### config.mk
export PLATFORM = sky130hd
export DESIGN_NAME = alu_nibble
export DESIGN_NICKNAME = d
export VERILOG_FILES = /design/src/rtl/alu_pkg.sv /design/src/rtl/alu_addsub.sv /design/src/rtl/alu_nibble.sv
export SDC_FILE = /design/constraint.sdc
export NUM_CORES = 1
export LEC_CHECK = 0
export ABC_AREA = 1
export CAP_MARGIN = 20
export CORE_ASPECT_RATIO = 1.5
export CORE_MARGIN = 2
export CORE_UTILIZATION = 30
export DETAILED_ROUTE_END_ITERATION = 6
export DONT_BUFFER_PORTS = 1
export GPL_ROUTABILITY_DRIVEN = 0
export PLACE_DENSITY_LB_ADDON = 0.1
export SKIP_LAST_GASP = 1
export SYNTH_ARGS = -nofsm -noshare
export SYNTH_HDL_FRONTEND = slang
export SYNTH_SLANG_ARGS = --single-unit
### constraint.sdc
create_clock -name clk -period 3.5 [get_ports clk]
set_input_delay 0.525 -clock clk [delete_from_list [all_inputs] [get_ports clk]]
set_output_delay 0.525 -clock clk [all_outputs]
set_load 0.02 [all_outputs]
### src/rtl/alu_pkg.sv
`default_nettype none
// ============================================================================
//  Module      : alu_pkg
//  Description : Shared opcode encoding for the nibble-slice ALU.
//  Revision    : 1.0 - initial release
// ============================================================================
package alu_pkg;

  localparam int ALU_OP_W = 3;

  localparam logic [ALU_OP_W-1:0] ADD_OP = 3'd0;
  localparam logic [ALU_OP_W-1:0] ADC_OP = 3'd1;
  localparam logic [ALU_OP_W-1:0] SUB_OP = 3'd2;
  localparam logic [ALU_OP_W-1:0] SBC_OP = 3'd3;
  localparam logic [ALU_OP_W-1:0] AND_OP = 3'd4;
  localparam logic [ALU_OP_W-1:0] XOR_OP = 3'd5;
  localparam logic [ALU_OP_W-1:0] OR_OP  = 3'd6;
  localparam logic [ALU_OP_W-1:0] CP_OP  = 3'd7;

endpackage
`default_nettype wire

### src/rtl/alu_addsub.sv
`default_nettype none
// ============================================================================
//  Module      : alu_addsub
//  Description : WIDTH-bit adder/subtractor. With sub=1 it computes
//                a - b - cin and reports a borrow; with sub=0 it computes
//                a + b + cin and reports a carry.
//  Revision    : 1.0 - initial release
// ============================================================================
module alu_addsub #(
  parameter int WIDTH = 4
) (
  input  logic [WIDTH-1:0] a,
  input  logic [WIDTH-1:0] b,
  input  logic             cin,
  input  logic             sub,
  output logic [WIDTH-1:0] sum,
  output logic             cout
);

  logic [WIDTH-1:0] b_eff;
  logic             c_eff;
  logic [WIDTH:0]   total;

  // Subtraction is a + ~b + ~borrow_in; the raw carry-out is then the
  // complement of the borrow, so it is flipped back for the caller.
  always_comb begin
    b_eff = sub ? ~b : b;
    c_eff = sub ? ~cin : cin;
    total = {1'b0, a} + {1'b0, b_eff} + {{WIDTH{1'b0}}, c_eff};
    sum   = total[WIDTH-1:0];
    cout  = sub ? ~total[WIDTH] : total[WIDTH];
  end

endmodule
`default_nettype wire

### src/rtl/alu_nibble.sv
`default_nettype none
// ============================================================================
//  Module      : alu_nibble
//  Description : Chainable WIDTH-bit ALU slice with combinational result and
//                zero/carry flags, plus a load-enabled flag register copy.
//  Revision    : 1.0 - initial release
// ============================================================================
module alu_nibble
  import alu_pkg::*;
#(
  parameter int WIDTH = 4
) (
  input  logic                clk,
  input  logic                rst,
  input  logic [WIDTH-1:0]    in_A,
  input  logic [WIDTH-1:0]    in_B,
  input  logic [ALU_OP_W-1:0] alu_op,
  input  logic                in_C,
  output logic [WIDTH-1:0]    out,
  output logic                out_Z,
  output logic                out_C,
  input  logic                flags_we,
  output logic [WIDTH-1:0]    out_q,
  output logic                out_Z_q,
  output logic                out_C_q
);

  logic             as_sub;
  logic             as_cin;
  logic [WIDTH-1:0] as_sum;
  logic             as_cout;

  // Select add vs subtract and whether the chained carry/borrow is used.
  always_comb begin
    as_sub = (alu_op == SUB_OP) || (alu_op == SBC_OP) || (alu_op == CP_OP);
    as_cin = ((alu_op == ADC_OP) || (alu_op == SBC_OP) || (alu_op == CP_OP)) ? in_C : 1'b0;
  end

  alu_addsub #(
    .WIDTH (WIDTH)
  ) u_addsub (
    .a    (in_A),
    .b    (in_B),
    .cin  (as_cin),
    .sub  (as_sub),
    .sum  (as_sum),
    .cout (as_cout)
  );

  // Result/flag mux; CP passes A through but takes Z from the difference.
  always_comb begin
    out   = '0;
    out_C = 1'b0;
    out_Z = 1'b0;
    case (alu_op)
      ADD_OP, ADC_OP, SUB_OP, SBC_OP: begin
        out   = as_sum;
        out_C = as_cout;
      end
      AND_OP: out = in_A & in_B;
      XOR_OP: out = in_A ^ in_B;
      OR_OP:  out = in_A | in_B;
      CP_OP: begin
        out   = in_A;
        out_C = as_cout;
      end
      default: begin
        out   = '0;
        out_C = 1'b0;
      end
    endcase
    out_Z = (alu_op == CP_OP) ? (as_sum == '0) : (out == '0);
  end

  // Flag register: reset wins over load, otherwise hold.
  always_ff @(posedge clk) begin
    if (rst) begin
      out_q   <= '0;
      out_Z_q <= 1'b0;
      out_C_q <= 1'b0;
    end else if (flags_we) begin
      out_q   <= out;
      out_Z_q <= out_Z;
      out_C_q <= out_C;
    end
  end

endmodule
`default_nettype wire

=== Yosys cells after proc, flatten, opt, wreduce, memory -nomap -nowiden ===
Cells that the tools add are included.

* Add/subtract/negate cells: 2
* Eq/ne operators: 7
* Muxes and demuxes: 7
* Bitwise logic cells: 6
* Reduce and logical (&&, ||, !) cells: 9

{| class="wikitable"
|+ Operators by type and width
! cell !! number
|-
| 4-bit case mux with 5 select lines || 1
|-
| 3-bit == test (second input constant) || 4
|-
| 4-bit zero test || 2
|-
| 3-bit by 2-bit == test with 1-bit output (second input constant) || 2
|-
| 4-bit by 4-bit adder with 5-bit output || 1
|-
| 5-bit by 1-bit adder with 5-bit output || 1
|-
| 1-bit two-way mux || 5
|-
| 5-bit OR reduction || 1
|-
| 4-bit AND || 1
|-
| 1-bit logical OR || 4
|-
| 4-bit two-way mux || 1
|-
| 4-bit NOT || 1
|-
| 4-bit OR || 1
|-
| 4-bit OR reduction || 1
|-
| 4-bit XOR || 1
|-
| 3-bit by 1-bit == test with 1-bit output (second input constant) || 1
|-
| 3-bit zero test || 1
|-
| 1-bit NOT || 2
|}

* Bits in registers: 6
* Input port bits: 15
* Output and inout bits: 12
* Logic and storage cells: 34

=== Logic depth before layout (Yosys ltp) ===
Gate-level depths: netlist of run 1.

* Depth after elaboration: 10
* Mapped depth: 17
* Mapped depth without buffers: 16

=== Modules after synthesis ===
Synthesis of run 1 repeated with hierarchy kept, for this count alone.

* Cell total of the unflattened synthesis: 148
* Area total of the unflattened synthesis: 903.4 um2

{| class="wikitable"
|+ By module, submodules not included
! module !! times used !! cells an instance !! area each (um2) !! seq. area each (um2)
|-
| alu_nibble || 1 || 110 || 654.4 || 120.1
|-
| alu_addsub || 1 || 38 || 249.0 || 0.0
|}

=== Worst setup path after synthesis of run 1 ===
No wires, ideal clock.

* Path kind: input to output
* Start: input port alu_op[0]
* End: output port out_Z
* Data arrival time: 2,640 ps
* Required time: 2,975 ps
* Slack: 335 ps
* Cell stages on the path: 15
* Path buffers: 1
* Path through: buf_6 inv_2 a21oi_4 inv_1 xor2_1 inv_1 fa_1 fa_1 inv_1 nand2_1 nand2_1 nor2_1 nor3_4 nand4_1 nand2_1

* Longest elaborated chain between the ends: 10
* Elaborated cells between the ends (all ways): 23
* Classes of those cells: add/sub (2); eq/ne (7); mux (5); bitwise (1); reduce/logical (8)

{| class="wikitable"
|+ RTL lines
! item !! line !! text
|-
| from (decl) || alu_nibble.sv:17 || <nowiki>input logic [ALU_OP_W-1:0] alu_op,</nowiki>
|-
| parallel branches: the longest is 9 deep, another holds 4-bit by 4-bit adder with 5-bit output || n/a ||
|-
| 1-bit two-way mux * || alu_nibble.sv:72 || <nowiki>out_Z = (alu_op == CP_OP) ? (as_sum == '0) : (out == '0);</nowiki>
|-
| to (decl) || alu_nibble.sv:20 || <nowiki>output logic out_Z,</nowiki>
|}

Every way passes the cells marked *.

=== Worst setup path in the final report of run 1 ===
* Start: input port alu_op[1]
* End: output port out_Z

Same word-level chain as after synthesis.

==> results of run 1 <==
==> worst max-delay path by stage <==
stage | from | to | slack (ps) | cells past startpoint
floorplan | alu_op[0] | out_Z | 340 | 15
global placement | alu_op[1] | out_Z | 340 | 14
detailed placement | alu_op[1] | out_Z | 260 | 14
CTS | alu_op[1] | out_Z | 260 | 14
global route | alu_op[1] | out_Z | 60 | 14
finish | alu_op[1] | out_Z | 250 | 14
==> through the flow <==
stage                     area (um2)  instances
after global placement         915.9        166
after floorplan                915.9        132
final                          957.2        169
after global routing           957.2        169
after CTS                      957.2        169
after detailed placement       915.9        166
==> registers in the layout, summed over array words and instances (netlist names) <==
signal and flops:
out_C_q 1, out_q 4, out_Z_q 1
==> layer usage <==
| layer | track usage | vias up | wire length [um] |
|---|---|---|---|
| li1 | - | 414 | - |
| met4 | 0.05714 | 0 | 32 |
| met2 | 0.2883 | 21 | 1248 |
| met5 | 0 | - | 0 |
| met3 | 0.02500 | 4 | 122 |
| met1 | 0.1321 | 361 | 864 |
==> final cells by class <==
| cell class | count | area, um2 | area share |
|---|---|---|---|
| clock buffers | 3 | 41.29 | 0.04314 |
| multi-input cells | 90 | 630.6 | 0.6588 |
| flip-flops and latches | 6 | 120.1 | 0.1255 |
| inverters | 31 | 116.4 | 0.1216 |
| well taps | 39 | 48.80 | 0.05098 |
==> power breakdown <==
part	switching (mW)	internal, mW
Combinational	0.0838	0.0452
Clock	0.0284	0.0738
Sequential	0.0112	0.0750
Total	0.123	0.194
==> kinds of logic (layout without fill, tap and decap cells) <==
group	Yosys count	count (layout)
AND/OR/NAND/NOR	57	57
adder cells (fa/ha/maj)	13	13
AO/OA/AOI/OAI	15	15
flip-flops	6	6
buffers and inverters	36	34
XOR/XNOR	5	5
==> critical path, cell delays in order <==
cell	delay, ps
inv_2	60
a21oi_4	200
inv_1	100
xor2_1	160
inv_1	70
fa_1	410
fa_1	400
inv_1	70
nand2_1	60
nand2_1	70
nor2_1	60
nor3_4	200
nand4_1	140
nand2_1	200
==> cells in the mapped netlist, drive strengths merged <==
| cell | instances | area [um2] |
|---|---|---|
| xor2 | 5 | 43.79 |
| nand3 | 10 | 55.05 |
| nand2 | 23 | 96.35 |
| clkbuf | 1 | 3.750 |
| nand4 | 9 | 71.32 |
| dfxtp | 6 | 120.1 |
| inv | 31 | 116.4 |
| nor3 | 1 | 16.27 |
| a21oi | 5 | 36.29 |
| fa | 2 | 40.04 |
| o211ai | 5 | 37.54 |
| buf | 4 | 45.04 |
| or2 | 1 | 6.260 |
| nor2 | 12 | 52.55 |
| o21bai | 1 | 11.26 |
| and3 | 1 | 6.260 |
| ha | 11 | 137.6 |
| o21ai | 4 | 20.02 |
==> results by group, run 1 <==
Global routing
  – Total GRT Usage: 0.1409
  – First-pass GRT wire length: 3808 um
  – Initial antenna violation count: 0
  – Largest net degree at the start of global routing: 20
  – Grt ovf: 0
  – Vias in the first global route: between 800 and 900

Clock network
  – Post-CTS Setup Repair Bufs: 0
  – H-tree depth reported by CTS: 1
  – Clock sink count: 6
  – Cts bufs inserted: 3
  – PostCTS Resize Cnt: 0
  – Worst-skew pair later-pin latency: between 200 and 250 ps
  – CTS tree: built
  – Clock Tree Root: clkbuf_8
  – Bufs on Longest Clock Path: 2
  – Clk slew on worst S/H paths: 40 ps
  – Post-CTS Hold Fix Bufs: 0

Logic synthesis
  – Post-synthesis mux area share: 0
  – Synth cell types: 26
  – Synth Area in Compound Gates: 0.1148
  – Sequential-to-total area share from yosys stat: 0.1311
  – Synthesized cell area: 915.9 um2
  – Synthesized area per cell: 6.938 um2
  – Synth Area in Simple Gates: 0.3320
  – Synth Net Count: 160
  – Post-Synth Adder-Cell Area: 0.1940
  – Seq cells post-synth: 6
  – Main combinational cell family by area after synthesis: simple AND/OR/NAND/NOR gates
  – Xor-xnor portion of the synthesized cell area: 0.04781
  – Syn. warnings: 0
  – Post-Synthesis Cells: roughly 130

Die
  – Die footprint: 3520 um2
  – Ports: 27
  – Row cnt: 24
  – Die span in x: roughly 49 um
  – Core Footprint: 2913 um2
  – Starting Density: 0.3144
  – Die height: 71.67 um

Pwr
  – Pwr Density: 331.5 nW/um2
  – Tot Pwr: between 300 and 400 uW
  – VDD IR max: ~210 uV
  – Lkg Pwr: 0.5316 nW

Drt
  – DRC Markers: 0
  – DRT iter0 DRCs: 11
  – WL per Instance: roughly 13 um
  – DR vias/cell: approximately 4.7
  – Antenna Nets Post-Route: 0
  – Vias post-DR: 800
  – Drt total wl: 2268 um
  – Drt first pass iters: 2

Layout
  – Final nets: 160
  – Ant diodes: 0
  – Final core occ: 0.3286
  – Area grow syn2layout: 4.508%
  – Leading cell type in the layout, fill and taps excluded: inv_1
  – Commonest non-fill, non-tap cells in the layout: inv_1, nand2_1, ha_1
  – Fillcell total: around 330
  – Share of layout cells above drive strength 1: 0.1308

Setup path
  – CP max FO: 8
  – Internal reg-to-reg setup slack: about 2800 ps
  – Required @ worst endpoint: approximately 3000 ps
  – CP Capture Type: output pin
  – Reg2Reg Depth: 2
  – Startpoint Class: primary input
  – R2r startpoint: out_C_q
  – RR Endpoint: out_C_q
  – Crit path kind: primary input to output pin
  – Critical Path AT: between 2000 and 3000 ps

Status
  – Status: finished, final reports clean

Flow run
  – Max-Cap Viols: 0

STA
  – Final setup viols: 0
  – RSZ-0062 raised after global routing: false
  – Relative slew slack: 0.8083
  – Final hold viol count: 0
  – Total negative slack: 0 ps
  – Slew Viols, Final: 0
  – Final Hold Slack: ~400 ps
  – Max Clock Skew: 0 ps
  – Fmax: just over 300 MHz
  – Worst slew pin tran: between 200 and 300 ps
  – Final WS setup: roughly 250 ps
  – Min cycle time layout: between 3000 and 4000 ps
  – Final period util: 0.9286

Worst hold path
  – Worst hold stages: 1
  – Worst hold start: flags_we
  – Hold EP: out_q[1]
  – Hold Crit Class: primary input to register

Placement
  – Post-place setup slack: around 260 ps
  – Final HPWL DP: between 1500 and 2000 um
  – I/O Buffers: 0
(Power assumes the default switching activity.)
==> inputs of run 2 (changes only) <==
--- a/config.mk
+++ b/config.mk
@@ -9,11 +9,11 @@
 export CAP_MARGIN = 20
 export CORE_ASPECT_RATIO = 1.5
 export CORE_MARGIN = 2
-export CORE_UTILIZATION = 30
+export CORE_UTILIZATION = 45
 export DETAILED_ROUTE_END_ITERATION = 6
 export DONT_BUFFER_PORTS = 1
 export GPL_ROUTABILITY_DRIVEN = 0
-export PLACE_DENSITY_LB_ADDON = 0.1
+export PLACE_DENSITY = 0.71
 export SKIP_LAST_GASP = 1
 export SYNTH_ARGS = -nofsm -noshare
 export SYNTH_HDL_FRONTEND = slang
==> results by group, run 2 (synthesis gave the netlist of run 1 again) <==
Worst hold path
  – Worst hold stages: 1
  – Worst hold start: flags_we
  – Hold Crit Class: primary input to register
  – Hold EP: out_q[1]

Drt
  – Antenna Nets Post-Route: 0
  – DR vias/cell: roughly 5.4
  – Drt total wl: approximately 2100 um
  – DRC Markers: 0
  – DRT iter0 DRCs: 11
  – WL per Instance: ~14 um
  – Drt first pass iters: 4
  – Vias post-DR: 816

Layout
  – Commonest non-fill, non-tap cells in the layout: inv_1, nand2_1, ha_1
  – Top reg by flops: out_q
  – Share of layout cells above drive strength 1: 0.1308
  – Ant diodes: 0
  – Final core occ: 0.4639
  – Top Registers: out_q: 4 flops, out_C_q: 1 flops, out_Z_q: 1 flops
  – Register area: about 120 um2
  – Leading cell type in the layout, fill and taps excluded: inv_1
  – Final nets: 160
  – Largest register FFs: 4
  – Area grow syn2layout: 0.1367%
  – Final Cell Area: roughly 920 um2
  – Fillcell total: around 220
  – Footprint of the multi-input gates: ~630 um2

Global routing
  – First-pass GRT wire length: 3215 um
  – Total GRT Usage: 0.1968
  – Initial antenna violation count: 0
  – Grt ovf: 0
  – Vias in the first global route: 824
  – Largest net degree at the start of global routing: 20

Setup path
  – R2r startpoint: out_Z_q
  – Crit path kind: primary input to output pin
  – Required @ worst endpoint: roughly 3000 ps
  – Slowest stage delay, CP: approximately 410 ps
  – Startpoint Class: primary input
  – RR Endpoint: out_Z_q
  – Cells traversed along the worst timing path: inv_2, a21oi_4, inv_1, xor2_1, inv_1, fa_1, fa_1, inv_1, nand2_1, nand2_1, nor2_1, nor3_4, nand4_1, nand2_1
  – Critical Path AT: 2710 ps
  – Internal reg-to-reg setup slack: ~2800 ps
  – Crit path max-delay cell type: fa_1
  – CP Capture Type: output pin
  – CP max FO: 8
  – Reg2Reg Depth: 4

STA
  – Min cycle time layout: around 3200 ps
  – Final setup viols: 0
  – Relative slew slack: 0.8219
  – Fmax: roughly 310 MHz
  – Total negative slack: 0 ps
  – Worst slew pin tran: roughly 270 ps
  – Slew Viols, Final: 0
  – Final Hold Slack: 365.1 ps
  – Final WS setup: 269.2 ps
  – RSZ-0062 raised after global routing: false
  – Max Clock Skew: 0 ps
  – Final period util: 0.9231
  – Final hold viol count: 0

Pwr
  – VDD IR max: 80.78 uV
  – Pwr Density: 303.1 nW/um2
  – Lkg Pwr: between 0.5 and 0.6 nW

Clock network
  – Clock sink count: 6
  – Bufs on Longest Clock Path: 2
  – Clk slew on worst S/H paths: about 40 ps
  – H-tree depth reported by CTS: 1
  – Post-CTS Hold Fix Bufs: 0
  – Post-CTS Setup Repair Bufs: 0
  – PostCTS Resize Cnt: 0
  – Cts bufs inserted: 3
  – Clock Tree Root: clkbuf_4
  – CTS tree: built
  – Worst-skew pair later-pin latency: 250 ps

Placement
  – Final HPWL DP: 1749 um
  – I/O Buffers: 0
  – Placed Area: 894.6 um2
  – Post-place setup slack: approximately 280 ps

Die
  – Die height: between 50 and 60 um
  – Row cnt: 20
  – Die span in x: ~41 um
  – Starting Density: 0.4633
  – Ports: 27
  – Die footprint: about 2400 um2
  – Core Footprint: ~2000 um2

Flow run
  – Max-Cap Viols: 0

Status
  – Status: finished, final reports clean
==> run 2: cell count changes in the layout (fill, tap and decap cells not counted) <==
| cell | delta |
|---|---|
| clkbuf_8 | -3 |
| clkbuf_4 | +3 |
==> run 2: cell type report <==
cell class	instances	share of cell area
flip-flops and latches	6	0.1310
well taps	22	0.03001
inverters	31	0.1269
multi-input cells	90	0.6876
clock buffers	3	0.02456
==> run 2: worst max-delay path, delay by kind of cell <==
family | cells | cell delay [ps]
buf+inv | 4 | 280
simple gates | 6 | 710
fa+ha+maj | 2 | 820
xor+xnor | 1 | 150
compound gates | 1 | 210
==> run 2: worst max-delay path by stage <==
stage	startpoint	endpoint	slack (ps)	cells past startpoint
detailed placement	alu_op[1]	out_Z	280	14
global placement	alu_op[1]	out_Z	370	14
global route	alu_op[1]	out_Z	100	14
finish	alu_op[1]	out_Z	270	14
floorplan	alu_op[0]	out_Z	340	15
CTS	alu_op[1]	out_Z	280	14
==> run 2: per-layer routing <==
metal	vias up	share of wire	GRT usage
met2	30	0.55	0.3638
met4	0	0.020	0.1238
met1	363	0.37	0.1875
met5	-	0	0
li1	419	-	-
met3	4	0.056	0.01504
==> run 2: where the power goes <==
group,switching (mW),internal [mW]
clock,0.0253,0.0388
combinational,0.0829,0.0453
sequential,0.0108,0.0748
==> run 2: through the flow <==
stage | power, mW | cells
6_report | 0.2780 | 152
5_1_grt | 0.3007 | 152
4_1_cts | 0.2813 | 152
3_5_place_dp | 0.2151 | 149
3_3_place_gp | 0.2119 | 149
2_1_floorplan | 0.2044 | 132
==> inputs of run 3 (changes only) <==
--- a/config.mk
+++ b/config.mk
@@ -15,6 +15,7 @@
 export GPL_ROUTABILITY_DRIVEN = 0
 export PLACE_DENSITY = 0.71
 export SKIP_LAST_GASP = 1
+export SLEW_MARGIN = 15
 export SYNTH_ARGS = -nofsm -noshare
 export SYNTH_HDL_FRONTEND = slang
 export SYNTH_SLANG_ARGS = --single-unit
==> results of run 3 <==
No change in the layout: final DEF, timing and power equal those of run 2.
